`src/rtl/mux_81_rr_sched_if.sv`:
```
// Bundle of request/data inputs and grant/select/sample outputs shared by the
// round-robin mux scheduler and its requester side.
interface mux_81_rr_sched_if;
    logic [7:0] req;
    logic [7:0] in;
    logic [2:0] s;
    logic [7:0] gnt;
    logic       y;
    logic       y_valid;
    logic       busy;

    modport master (output req, in, input s, gnt, y, y_valid, busy);
    modport slave  (input req, in, output s, gnt, y, y_valid, busy);
endinterface

```
`src/rtl/mux_81_rr_sched.sv`:
```
// Round-robin scheduler sharing one 8:1 mux among 8 requesters, with a bounded
// hold time per grant and a registered sample of the selected data bit.
module mux_81_rr_sched #(
    parameter int unsigned MAX_HOLD = 4
) (
    input logic               clk,
    input logic               rst_n,
    mux_81_rr_sched_if.slave  bus
);
    typedef enum logic {
        IDLE  = 1'b0,
        GRANT = 1'b1
    } state_t;

    state_t     state_r, state_s;
    logic [2:0] s_r, s_s;
    logic [7:0] gnt_r, gnt_s;
    logic [3:0] cnt_r, cnt_s;
    logic [2:0] ptr_r, ptr_s;
    logic       busy_r;
    logic       y_r;
    logic       y_valid_r;
    logic [3:0] pick_idle_s;
    logic [3:0] pick_next_s;

    // Returns {found, index} of the first set request at or after start, wrapping.
    function automatic logic [3:0] rr_pick(input logic [7:0] r, input logic [2:0] start);
        logic [3:0] res;
        logic [2:0] idx;
        res = 4'd0;
        for (int i = 7; i >= 0; i--) begin
            idx = start + 3'(i);
            if (r[idx]) begin
                res = {1'b1, idx};
            end else begin
                res = res;
            end
        end
        return res;
    endfunction

    // Next-state, next-grant and hold-counter decisions.
    always_comb begin
        state_s     = state_r;
        s_s         = s_r;
        gnt_s       = gnt_r;
        cnt_s       = cnt_r;
        ptr_s       = ptr_r;
        pick_idle_s = rr_pick(bus.req, ptr_r);
        pick_next_s = rr_pick(bus.req, s_r + 3'd1);
        case (state_r)
            IDLE: begin
                if (pick_idle_s[3]) begin
                    state_s = GRANT;
                    s_s     = pick_idle_s[2:0];
                    gnt_s   = 8'd1 << pick_idle_s[2:0];
                    cnt_s   = 4'd1;
                end else begin
                    gnt_s   = 8'd0;
                end
            end
            GRANT: begin
                if (bus.req[s_r] && (cnt_r < 4'(MAX_HOLD))) begin
                    cnt_s = cnt_r + 4'd1;
                end else begin
                    // Grant ends: advance the search origin past the outgoing owner.
                    ptr_s = s_r + 3'd1;
                    if (pick_next_s[3]) begin
                        s_s   = pick_next_s[2:0];
                        gnt_s = 8'd1 << pick_next_s[2:0];
                        cnt_s = 4'd1;
                    end else begin
                        state_s = IDLE;
                        gnt_s   = 8'd0;
                        cnt_s   = 4'd0;
                    end
                end
            end
            default: begin
                state_s = IDLE;
                gnt_s   = 8'd0;
                cnt_s   = 4'd0;
            end
        endcase
    end

    // Scheduler state, grant and pointer registers.
    always_ff @(posedge clk or negedge rst_n) begin
        if (!rst_n) begin
            state_r <= IDLE;
            s_r     <= 3'd0;
            gnt_r   <= 8'd0;
            cnt_r   <= 4'd0;
            ptr_r   <= 3'd0;
            busy_r  <= 1'b0;
        end else begin
            state_r <= state_s;
            s_r     <= s_s;
            gnt_r   <= gnt_s;
            cnt_r   <= cnt_s;
            ptr_r   <= ptr_s;
            busy_r  <= (state_s == GRANT);
        end
    end

    // Data sample of the granted input, one cycle behind the grant.
    always_ff @(posedge clk or negedge rst_n) begin
        if (!rst_n) begin
            y_r       <= 1'b0;
            y_valid_r <= 1'b0;
        end else begin
            y_valid_r <= busy_r;
            y_r       <= busy_r ? bus.in[s_r] : y_r;
        end
    end

    assign bus.s       = s_r;
    assign bus.gnt     = gnt_r;
    assign bus.busy    = busy_r;
    assign bus.y       = y_r;
    assign bus.y_valid = y_valid_r;
endmodule

```
`src/flat_wrapper.sv`:
```
// flat-port wrapper written by rule: the top's interface ports become plain ports
module mux_81_rr_sched_flat 
#(
    parameter int unsigned MAX_HOLD = 4
)
  (clk, rst_n, bus_req, bus_in, bus_s, bus_gnt, bus_y, bus_y_valid, bus_busy);
  mux_81_rr_sched_if bus_i ();
  input logic clk;
  input logic rst_n;
  input wire logic [$bits(bus_i.req)-1:0] bus_req;
  input wire logic [$bits(bus_i.in)-1:0] bus_in;
  output wire logic [$bits(bus_i.s)-1:0] bus_s;
  output wire logic [$bits(bus_i.gnt)-1:0] bus_gnt;
  output wire logic [$bits(bus_i.y)-1:0] bus_y;
  output wire logic [$bits(bus_i.y_valid)-1:0] bus_y_valid;
  output wire logic [$bits(bus_i.busy)-1:0] bus_busy;
  assign bus_i.req = bus_req;
  assign bus_i.in = bus_in;
  assign bus_s = bus_i.s;
  assign bus_gnt = bus_i.gnt;
  assign bus_y = bus_i.y;
  assign bus_y_valid = bus_i.y_valid;
  assign bus_busy = bus_i.busy;
  mux_81_rr_sched #(.MAX_HOLD(MAX_HOLD)) u_core (.clk(clk), .rst_n(rst_n), .bus(bus_i));
endmodule
```
`config.mk`:
```
export PLATFORM = sky130hd
export DESIGN_NAME = mux_81_rr_sched_flat
export DESIGN_NICKNAME = d
export VERILOG_FILES = /design/src/rtl/mux_81_rr_sched_if.sv /design/src/rtl/mux_81_rr_sched.sv /design/src/flat_wrapper.sv
export SDC_FILE = /design/constraint.sdc
export NUM_CORES = 1
export LEC_CHECK = 0
export ABC_AREA = 1
export BUFFER_PORTS_ARGS = -buffer_cell sky130_fd_sc_hd__buf_2
export CAP_MARGIN = 10
export CELL_PAD_IN_SITES_DETAIL_PLACEMENT = 1
export CELL_PAD_IN_SITES_GLOBAL_PLACEMENT = 1
export CORE_UTILIZATION = 39
export CTS_CLUSTER_SIZE = 28
export DETAILED_ROUTE_END_ITERATION = 8
export PLACE_DENSITY = 0.76
export SLEW_MARGIN = 20
export SYNTH_ARGS = -nofsm -noshare
export SYNTH_HDL_FRONTEND = slang
export SYNTH_SLANG_ARGS = --single-unit
```
`constraint.sdc`:
```
create_clock -name clk -period 2.75 [get_ports clk]
set_input_delay 0.55 -clock clk [delete_from_list [all_inputs] [get_ports clk]]
set_output_delay 0.55 -clock clk [all_outputs]
set_load 0.005 [all_outputs]
```
Word-level counts from Yosys, hierarchy flattened
Index checks and enable logic that the tools add are counted.
Operators by class
  reductions and logical operators: 3
  add/subtract/negate cells: 16
  mux-type cells: 68
  order comparisons: 18
  bitwise gates (word level): 2
  shifts and indexed selects: 2
  equal/unequal tests: 3
Operators by type and width (count)
  4-bit 2-to-1 mux: 18
  3-bit by 4-bit less-than comparator with 1-bit output (second input constant): 17
  1-bit binary-select mux with 3-bit select: 18
  3-bit adder (second input constant): 8
  8-bit 2-to-1 mux: 3
  1-bit 2-to-1 mux: 22
  8-bit case mux with 2 select lines: 1
  1-bit by 3-bit left shift with 8-bit output (first input constant): 2
  3-bit by 2-bit adder with 3-bit output (second input constant): 4
  3-bit by 1-bit adder with 3-bit output (second input constant): 3
  3-bit 2-to-1 mux: 3
  4-bit case mux with 2 select lines: 1
  3-bit case mux with 2 select lines: 1
  4-bit by 1-bit adder with 4-bit output (second input constant): 1
  4-bit by 3-bit less-than comparator with 1-bit output (second input constant): 1
  2-bit inequality test (second input constant): 2
  3-bit AND reduction: 1
  2-bit by 1-bit inequality test with 1-bit output (second input constant): 1
  1-bit NOT: 2
  1-bit case mux with 2 select lines: 1
  2-bit AND reduction: 1
  1-bit logical AND: 1
Storage, ports and cells
  register bits: 21
  input port bits: 18
  output and inout bits: 14

Depth between registers and ports, before layout
Gate-level depths: netlist of run 1.
  depth in word-level cells: 16
  depth in mapped cells: 23
  mapped depth without buffers: 22

Least setup slack after synthesis of run 1
No wires, ideal clock.
  path type: register -> register
  start point: register u_core.s_r[0] (netlist: u_core.bus.s[0])
  end point: register u_core.gnt_r[4] (netlist: u_core.bus.gnt[4])
  library setup time: 0.116 ns
  cell stages (with the launch flop): 21
  data arrival time: 2.267 ns
  setup slack: 0.366 ns
  period minus slack after synthesis: 2.384 ns
  required time: 2.634 ns
  cell sequence: dfrtp_1 > inv_2 > buf_6 > ha_1 > inv_1 > buf_2 > nand3_1 > nand2_1 > nor2_1 > nor2_1 > nand2_1 > inv_1 > nand2_1 > a21oi_2 > inv_1 > nand2_2 > nor2_2 > nand2_1 > nand2_1 > nand2_1 > nand2_1
Between the ends
  word-level cells in the longest chain between the ends: 16
  elaborated cells between the ends (all ways): 40
RTL lines
  from (decl): RTL line mux_81_rr_sched.sv:16  | logic [2:0] s_r, s_s;
  from (signal assigned): RTL line mux_81_rr_sched.sv:98  | s_r <= s_s;
  3-bit by 1-bit adder with 3-bit output: RTL line mux_81_rr_sched.sv:50  | pick_next_s = rr_pick(bus.req, s_r + 3'd1);
  3-bit adder: RTL line mux_81_rr_sched.sv:32  | idx = start + 3'(i);
  1-bit binary-select mux with 3-bit select: RTL line mux_81_rr_sched.sv:33  | if (r[idx]) begin
  1-bit 2-to-1 mux (implied by the code): RTL line mux_81_rr_sched.sv:33
  4-bit 2-to-1 mux (8 in series): RTL line mux_81_rr_sched.sv:33
  1-bit by 3-bit left shift with 8-bit output: RTL line mux_81_rr_sched.sv:70  | gnt_s = 8'd1 << pick_next_s[2:0];
  8-bit 2-to-1 mux: RTL line mux_81_rr_sched.sv:68  | if (pick_next_s[3]) begin
  8-bit 2-to-1 mux: RTL line mux_81_rr_sched.sv:63  | if (bus.req[s_r] && (cnt_r < 4'(MAX_HOLD))) begin
  8-bit case mux with 2 select lines: RTL line mux_81_rr_sched.sv:51  | case (state_r)
  to (signal assigned): RTL line mux_81_rr_sched.sv:99  | gnt_r <= gnt_s;
  to (decl): RTL line mux_81_rr_sched.sv:17  | logic [7:0] gnt_r, gnt_s;
Parallel ways exist; a longest one is shown, timed or not. The select of a mux whose other input is x is not followed.
A chain may end at the register's enable or synchronous reset.

Worst setup path after layout of run 1
  start point: register u_core.s_r[1] (netlist: u_core.bus.s[1])
  end point: register u_core.gnt_r[5] (netlist: u_core.bus.gnt[5])
Same word-level chain as after synthesis.

==> results.json, run 1 <==
{
  "cts_made_buffers": 3,
  "cts-htree-levels": 1,
  "avgSynthCellArea_sq_um": 5.44,
  "drt-initial-drc-count": 90,
  "regToRegSetupSlack_ns": 0.23,
  "cts_tree": "done",
  "path_buf_inv": 1,
  "cp-start-kind": "register",
  "async_flop_share_pct": 100,
  "clk_latency_ns": 0.26,
  "grt_max_degree": 24,
  "avgRoutedWirePerCell_um": 15.0,
  "grtUsageTotal_pct": 26.9,
  "crit_chain": "ha_2 -> nand2_1 -> nand2_4 -> nand2_1 -> nand2_1 -> nand2_1 -> nand2_1 -> inv_1 -> nand3b_1 -> nand2_1 -> nand2_1 -> nand2_1 -> a21oi_2 -> nor2_2 -> nand2_1 -> nand2_1 -> nand2_1 -> nand2_1",
  "seq_area_frac_synth_pct": 21.4,
  "syn_nets": 475,
  "slowest_delay_ns": 0.45,
  "drive_above_1_share_pct": 15.0,
  "cp.arrival_ns": 2.69,
  "placement.io_buffers": 31,
  "path_clk_slew_ns": 0.08,
  "grt_pass1_wl_um": 13800,
  "critical_path_class": "register to register",
  "drt-pass1-iter-count": 4,
  "cts-root-buf": "clkbuf_8",
  "timing.final.crit_period_ns": 2.52,
  "min_path_type": "input pin to async pin",
  "clock.fmax_mhz": 396,
  "ioPinCount": 32,
  "r2r_end": "u_core.bus.gnt[5]",
  "start_util_pct": 41.1,
  "num-nets-final": 510,
  "netlist_top_cells_area": "nand2_1, dfrtp_1, nand3_1",
  "reg2reg_from": "u_core.bus.s[1]",
  "globalplace.congestion": 0.905,
  "worstRegToRegCells": 18,
  "route.detailed.drc": 0,
  "ys_types": 28,
  "critical_path.max_fanout": 8,
  "diodes": 0,
  "synth_top_area_share_pct": 32.0,
  "hpwl_um": 6910,
  "routed_via_density": 5.35,
  "skew_ns": 0.00816,
  "tightest_slew_ns": 0.472,
  "cpMostUsedCell": "nand2_1",
  "synth.most_common_cell": "nand2_1",
  "antenna_found_initial": 0,
  "slew-limit-headroom_pct": 68.5,
  "n_fill_cell": 912,
  "synth_area_sq_um": 2460,
  "cts_buffer_depth": 2,
  "grt-ovfl-total": 0,
  "syn_inst": 452,
  "grt_pass1_vias": 2957,
  "ant_nets": 0,
  "dr_total_vias": 3003,
  "synthTopCellsByCount": "nand2_1, nand3_1, inv_1",
  "period_share_pct": 91.8,
  "postCtsSetupRepairBufs": 0,
  "rsz0062_at_grt": "no",
  "finalSetupViolations": 0,
  "end_kind": "register",
  "dieArea_sq_um": 6630,
  "core_sq_um": 5990,
  "final.setup.tns_ns": 0,
  "critical-path-slowest-cell": "dfrtp_2",
  "wl_um": 8390,
  "area_delta_synth_final_pct": 13.1,
  "cts.sinks": 21,
  "report.final.slew_viol_count": 0,
  "synth_warnings": 0,
  "drv.max_cap_violation_count": 0,
  "synth_seq_cells": 21,
  "fp.dieW_um": 81.4,
  "crit_required_ns": 2.91,
  "synth-main-ff-cell": "dfrtp_1",
  "fp.dieH_um": 81.4,
  "path_delay_family": "simple AND/OR/NAND/NOR gates",
  "synth-edff-count": 0,
  "finalHoldViolCount": 0,
  "synth_top_cell_by_area": "nand2_1",
  "num_rows": 28,
  "status": "finished, final reports clean"
}
## cell families (layout without fill, tap and decap cells)
logic type / Yosys count / in the layout / synth area share (%)
compound gates: 40 / 40 / 9.56
xor+xnor: 4 / 4 / 1.42
flops: 21 / 21 / 21.4
fa+ha+maj: 5 / 5 / 2.54
simple gates: 322 / 322 / 54.6
buf+inv: 60 / 94 / 10.5
## layout by cell type, fill, tap and decap left out, types with 3 or more instances in the layout
master / synthesis / routed
nand3_1: 69 / 69
ha_1: 5 / 3
inv_1: 43 / 41
dfrtp_1: 21 / 20
nor2_1: 27 / 26
buf_4: 2 / 11
nand2_1: 210 / 207
inv_2: 5 / 7
nor2_2: 2 / 3
nand4_1: 4 / 4
buf_2: 8 / 31
a21oi_2: 4 / 4
a21oi_1: 10 / 10
nand2_2: 5 / 7
o21ai_0: 18 / 18
clkbuf_8: 0 / 3
## metal layers
| layer | global-route usage, % | up-vias | wire length [um] |
|---|---|---|---|
| met3 | 2.11 | 17 | 128 |
| li1 | - | 1513 | - |
| met1 | 34.2 | 1439 | 3920 |
| met5 | 0 | - | 0 |
| met2 | 48.5 | 34 | 4210 |
| met4 | 6.79 | 0 | 140 |
## metrics by stage
step / instance area, sq um / hold slack (ns) / setup slack (ns) / utilization [%] / cells
6_report: 2780 / 0.228 / 0.226 / 46.4 / 561
5_1_grt: 2780 / 0.274 / 0.00383 / 46.4 / 561
4_1_cts: 2760 / 0.248 / 0.0596 / 46.1 / 561
3_5_place_dp: 2710 / 0.468 / 0.0706 / 45.3 / 557
3_3_place_gp: 2710 / 0.463 / 0.174 / 45.3 / 557
2_1_floorplan: 2460 / 0.254 / 0.366 / - / 452
## layout make-up
| cell class | instances | area [sq um] | area share, % |
|---|---|---|---|
| Timing Repair Buffer | 42 | 238 | 8.55 |
| Multi-Input combinational cell | 371 | 1700 | 61.0 |
| Clock buffer | 3 | 41.3 | 1.48 |
| Clock inverter | 1 | 5.00 | 0.180 |
| Sequential cell | 21 | 527 | 18.9 |
| Inverter | 48 | 180 | 6.48 |
| Tap cell | 75 | 93.8 | 3.37 |
## flip-flops by register name (all words and copies together), names as in the netlist
name and flops:
u_core.bus.gnt 8, u_core.ptr_r 3, u_core.bus.y 1, u_core.bus.s 3
u_core.cnt_r 4, u_core.state_r 1, u_core.bus.y_valid 1
## repair_timing
action	CTS	global route
resized for setup	0	10
setup endpoints to repair	0	11
hold buffers	0	0
## worst max path at each step
stage | to | startpoint | depth (start not counted) | slack, ns
after floorplan | u_core.bus.gnt[4] | u_core.bus.s[0] | 20 | 0.37
after global placement | u_core.bus.gnt[5] | u_core.bus.s[1] | 19 | 0.17
after detailed placement | u_core.bus.gnt[5] | u_core.bus.s[1] | 19 | 0.07
after CTS | u_core.bus.gnt[5] | u_core.bus.s[1] | 19 | 0.06
after global routing | u_core.bus.gnt[5] | u_core.bus.s[0] | 20 | 0.004
final | u_core.bus.gnt[5] | u_core.bus.s[1] | 18 | 0.23
Power of run 1 is left out: the tool's default activity adds up to more than one toggle a clock period on the data nets, which glitch-free logic cannot reach.
==> run 2: changes to the inputs <==
- CORE_ASPECT_RATIO: unset -> 2
==> results.json, run 2 (synthesis gave the netlist of run 1 again) <==
{
  "status": "finished, final reports clean",
  "ioPinCount": 32,
  "num_rows": 40,
  "finalHoldViolCount": 0,
  "cp.arrival_ns": 2.71,
  "final_util_pct": 46.6,
  "num-nets-final": 508,
  "area_delta_synth_final_pct": 14.6,
  "drt-pass1-iter-count": 4,
  "antenna_found_initial": 0,
  "n_fill_cell": 903,
  "cts.sinks": 21,
  "path_clk_slew_ns": 0.06,
  "grtUsageTotal_pct": 28.3,
  "critical_path_class": "register to register",
  "cts_tree": "done",
  "core_sq_um": 6060,
  "cts_made_buffers": 3,
  "skew_ns": 0.00479,
  "wl_um": 8840,
  "drt-initial-drc-count": 125,
  "cts-htree-levels": 1,
  "drive_above_1_share_pct": 14.7,
  "fp.dieH_um": 114,
  "grt_pass1_wl_um": 14600,
  "cts-root-buf": "clkbuf_16",
  "finalSetupViolations": 0,
  "critical_path.max_fanout": 7,
  "route.detailed.drc": 0,
  "grt_max_degree": 24,
  "postCtsSetupRepairBufs": 0,
  "cts_buffer_depth": 2,
  "report.final.slew_viol_count": 0,
  "diodes": 0,
  "slew-limit-headroom_pct": 67.4,
  "tightest_slew_ns": 0.489,
  "clock.fmax_mhz": 397,
  "cp-start-kind": "register",
  "min_path_type": "input pin to async pin",
  "hold_buffers": 0,
  "grt_pass1_vias": 3241,
  "multi_input_area_sq_um": 1700,
  "largest_reg_flops": 8,
  "period_share_pct": 91.7,
  "layout_common_cells": "nand2_1, nand3_1, inv_1",
  "ant_nets": 0,
  "dr_total_vias": 3032,
  "globalplace.congestion": 0.886,
  "mostFrequentLayoutCell": "nand2_1",
  "placement.io_buffers": 31,
  "crit_required_ns": 2.94,
  "fp.dieW_um": 58.2,
  "clk_latency_ns": 0.25,
  "seqCellArea_sq_um": 528,
  "grt-ovfl-total": 0,
  "avgRoutedWirePerCell_um": 15.6,
  "crit_chain": "inv_2 -> ha_1 -> inv_2 -> nand2_1 -> nand2_2 -> nand2_1 -> nand3_1 -> nand2_1 -> nor2_1 -> nand2_1 -> inv_1 -> nand3_1 -> nand2_1 -> nand2_1 -> nand2_1 -> nand2_2 -> nor2_2 -> nand2_1 -> nand2_1 -> nand2_1 -> nand2_1",
  "hpwl_um": 7280,
  "timing.final.crit_period_ns": 2.52,
  "critical-path-slowest-cell": "dfrtp_2",
  "slowest_delay_ns": 0.42,
  "dieArea_sq_um": 6650,
  "drv.max_cap_violation_count": 0,
  "cpMostUsedCell": "nand2_1",
  "start_util_pct": 40.6,
  "end_kind": "register",
  "routed_via_density": 5.34
}
## run 2: cell count changes in the layout (fill, tap and decap cells not counted), sizes merged
| cell | delta |
|---|---|
| buf | -2 |
## run 2: final cells by class
type	count	area share, %
inverter	48	6.39
timing repair buffer	40	7.90
clock buffer	3	2.66
multi-input combinational	371	60.4
tap	84	3.73
sequential	21	18.7
clock inverter	1	0.177
## run 2: layer usage
layer	vias up	wire length, um	GRT usage (%)	part of all wire, %
li1	1504	-	-	-
met1	1462	3280	27.9	37
met2	46	5170	58.4	59
met3	20	113	1.24	1.3
met4	0	269	10.0	3.0
met5	-	0	0	0
## run 2: path summary, 6_finish.rpt
kind                                    from                 to  slack [ns]  depth (start not counted)
max in group asynchronous              rst_n    u_core.bus.s[0]        2.14                          1
min in group clk           u_core.bus.gnt[7]  u_core.bus.gnt[7]        0.48                          2
min                                    rst_n    u_core.bus.s[2]        0.26                          1
min reg2reg                u_core.bus.gnt[7]  u_core.bus.gnt[7]        0.48                          2
max reg2reg                  u_core.bus.s[0]  u_core.bus.gnt[4]        0.23                         21
max                          u_core.bus.s[0]  u_core.bus.gnt[4]        0.23                         21
## run 2: per-stage QoR
| stage | hold WS [ns] | worst slack [ns] | TNS [ns] | instances | instance area [sq um] |
|---|---|---|---|---|---|
| floorplan | 0.254 | 0.366 | 0 | 452 | 2460 |
| global placement | 0.459 | 0.207 | 0 | 564 | 2710 |
| detailed placement | 0.469 | 0.0978 | 0 | 564 | 2710 |
| CTS | 0.265 | 0.0596 | 0 | 568 | 2790 |
| global route | 0.291 | -0.00871 | -0.00871 | 568 | 2820 |
| finish | 0.256 | 0.228 | 0 | 568 | 2820 |
## run 2: critical path: cells and delay by family, from the launching register on
kind                       cells  cell delay [ns]
adders and majority gates      1             0.34
buffers and inverters          3             0.22
DFF                            1             0.42
and+or+nand+nor               17             1.46
## run 2: what timing repair did
action | CTS | global route
hold endpoints to repair | 0 | 0
gates resized for setup | 0 | 12
setup endpoints to repair | 0 | 11
Power of run 2 is left out for the same reason.
==> run 3: changes to the inputs <==
==> constraint.sdc (replaced) <==
create_clock -name clk -period 2.75 [get_ports clk]
set_input_delay 0.1375 -clock clk [delete_from_list [all_inputs] [get_ports clk]]
set_output_delay 0.1375 -clock clk [all_outputs]
set_load 0.005 [all_outputs]
==> results.json, run 3 (synthesis gave the netlist of run 1 again) <==
{
  "drt-initial-drc-count": 115,
  "cts_tree": "done",
  "wl_um": 8860,
  "postCtsSetupRepairBufs": 0,
  "grt_pass1_wl_um": 14600,
  "routed_via_density": 5.34,
  "clk_latency_ns": 0.25,
  "crit_chain": "inv_2 -> ha_1 -> inv_2 -> buf_4 -> nand3_1 -> nand3_1 -> nand2_1 -> nand3_1 -> nand2_1 -> inv_1 -> nand2_1 -> a21oi_2 -> inv_1 -> nand2_2 -> nor2_2 -> nand2_1 -> nand2_1 -> nand2_1 -> nand2_1",
  "min_path_type": "input pin to register",
  "timing.final.crit_period_ns": 2.52,
  "cts_buffer_depth": 2,
  "mostFrequentLayoutCell": "nand2_1",
  "min_from": "bus_in[0]",
  "cp-startpoint": "u_core.bus.s[0]",
  "cts_made_buffers": 3,
  "dp_cells": 564,
  "num_rows": 40,
  "path_delay_family": "simple AND/OR/NAND/NOR gates",
  "fp.dieH_um": 114,
  "critical_path_class": "register to register",
  "num-nets-final": 509,
  "start_util_pct": 40.6,
  "fp.dieW_um": 58.2,
  "diodes": 0,
  "cpMostUsedCell": "nand2_1",
  "dr_total_vias": 3036,
  "final_cells": 569,
  "critical_path.max_fanout": 9,
  "slowest_delay_ns": 0.42,
  "reg2reg_from": "u_core.bus.s[0]",
  "grt_util_met1_pct": 28.0,
  "antenna_found_initial": 0,
  "layout_common_cells": "nand2_1, nand3_1, inv_1",
  "finalHoldViolCount": 0,
  "drv.max_cap_violation_count": 0,
  "slew-limit-headroom_pct": 67.7,
  "status": "finished, final reports clean",
  "crit_required_ns": 2.89,
  "ioPinCount": 32,
  "ant_nets": 0,
  "end_kind": "register",
  "drt-pass1-iter-count": 4,
  "drive_above_1_share_pct": 14.6,
  "tightest_slew_ns": 0.485,
  "avgRoutedWirePerCell_um": 15.6,
  "hpwl_um": 7280,
  "clock.fmax_mhz": 398,
  "cts.sinks": 21,
  "grtUsageMet3_pct": 1.24,
  "path_buf_inv": 5,
  "path_clk_slew_ns": 0.06,
  "report.final.slew_viol_count": 0,
  "dieArea_sq_um": 6650,
  "skew_ns": 0.00485,
  "n_fill_cell": 900,
  "final_util_pct": 46.7,
  "cts-root-buf": "clkbuf_16",
  "placement.io_buffers": 31,
  "grtUsageTotal_pct": 28.2,
  "globalplace.congestion": 0.886,
  "critical-path-slowest-cell": "dfrtp_2",
  "grt_max_degree": 24,
  "grt_use_met2_pct": 58.2,
  "cp.arrival_ns": 2.66,
  "finalHoldWorstSlack_ns": 0.363,
  "grt_busiest_layer": "met2",
  "area_delta_synth_final_pct": 15.1,
  "route.detailed.drc": 0,
  "grt-ovfl-total": 0,
  "finalSetupViolations": 0,
  "cts-htree-levels": 1,
  "cp-start-kind": "register",
  "grt_pass1_vias": 3244,
  "core_sq_um": 6060,
  "largest_reg_flops": 8,
  "period_share_pct": 91.5
}
-- run 3: changes by cell type in the layout (fill, tap and decap cells not counted), sizes merged --
cell	delta
dlygate4sd3	+1
-- run 3: worst paths after layout --
path	to	cells past startpoint	slack, ns
worst max-delay path	u_core.bus.gnt[4]	19	0.23
worst min-delay path	u_core.bus.y	5	0.36
worst max register to register	u_core.bus.gnt[4]	19	0.23
worst min register to register	u_core.bus.gnt[7]	2	0.48
max in group asynchronous	u_core.bus.s[0]	2	2.00
min in group asynchronous	u_core.bus.s[1]	2	0.40
-- run 3: cell type report --
| type | instances | area (sq um) | area share [%] |
|---|---|---|---|
| multi-input combinational | 371 | 1700 | 60.2 |
| sequential | 21 | 528 | 18.7 |
| timing repair buffer | 41 | 233 | 8.22 |
| inverter | 48 | 180 | 6.37 |
| tap | 84 | 105 | 3.71 |
| clock buffer | 3 | 75.1 | 2.65 |
| clock inverter | 1 | 5.00 | 0.177 |
-- run 3: tightest hold or removal path, stage by stage --
cell and delay, ns:
buf_2 0.08, nor2_1 0.03, o221ai_1 0.18, nand3_1 0.08
nand2_1 0.06
-- run 3: metal layers --
metal	vias to the layer above	share of wire [%]
li1	1505	-
met1	1456	37
met2	53	58
met3	22	1.7
met4	0	3.3
met5	-	0
-- run 3: what timing repair did --
item	in CTS	in global routing
endpoints found under the setup margin	0	11
resized for setup	0	12
endpoints found under the hold margin	21	0
hold buffers	1	0
-- run 3: per-stage QoR --
step                setup TNS, ns  instance area [sq um]  setup WS [ns]
floorplan                       0                   2460          0.366
global placement                0                   2710          0.207
detailed placement              0                   2710         0.0978
CTS                             0                   2800         0.0596
global route             -0.00834                   2830       -0.00834
finish                          0                   2830          0.235
Power of run 3 is left out for the same reason.
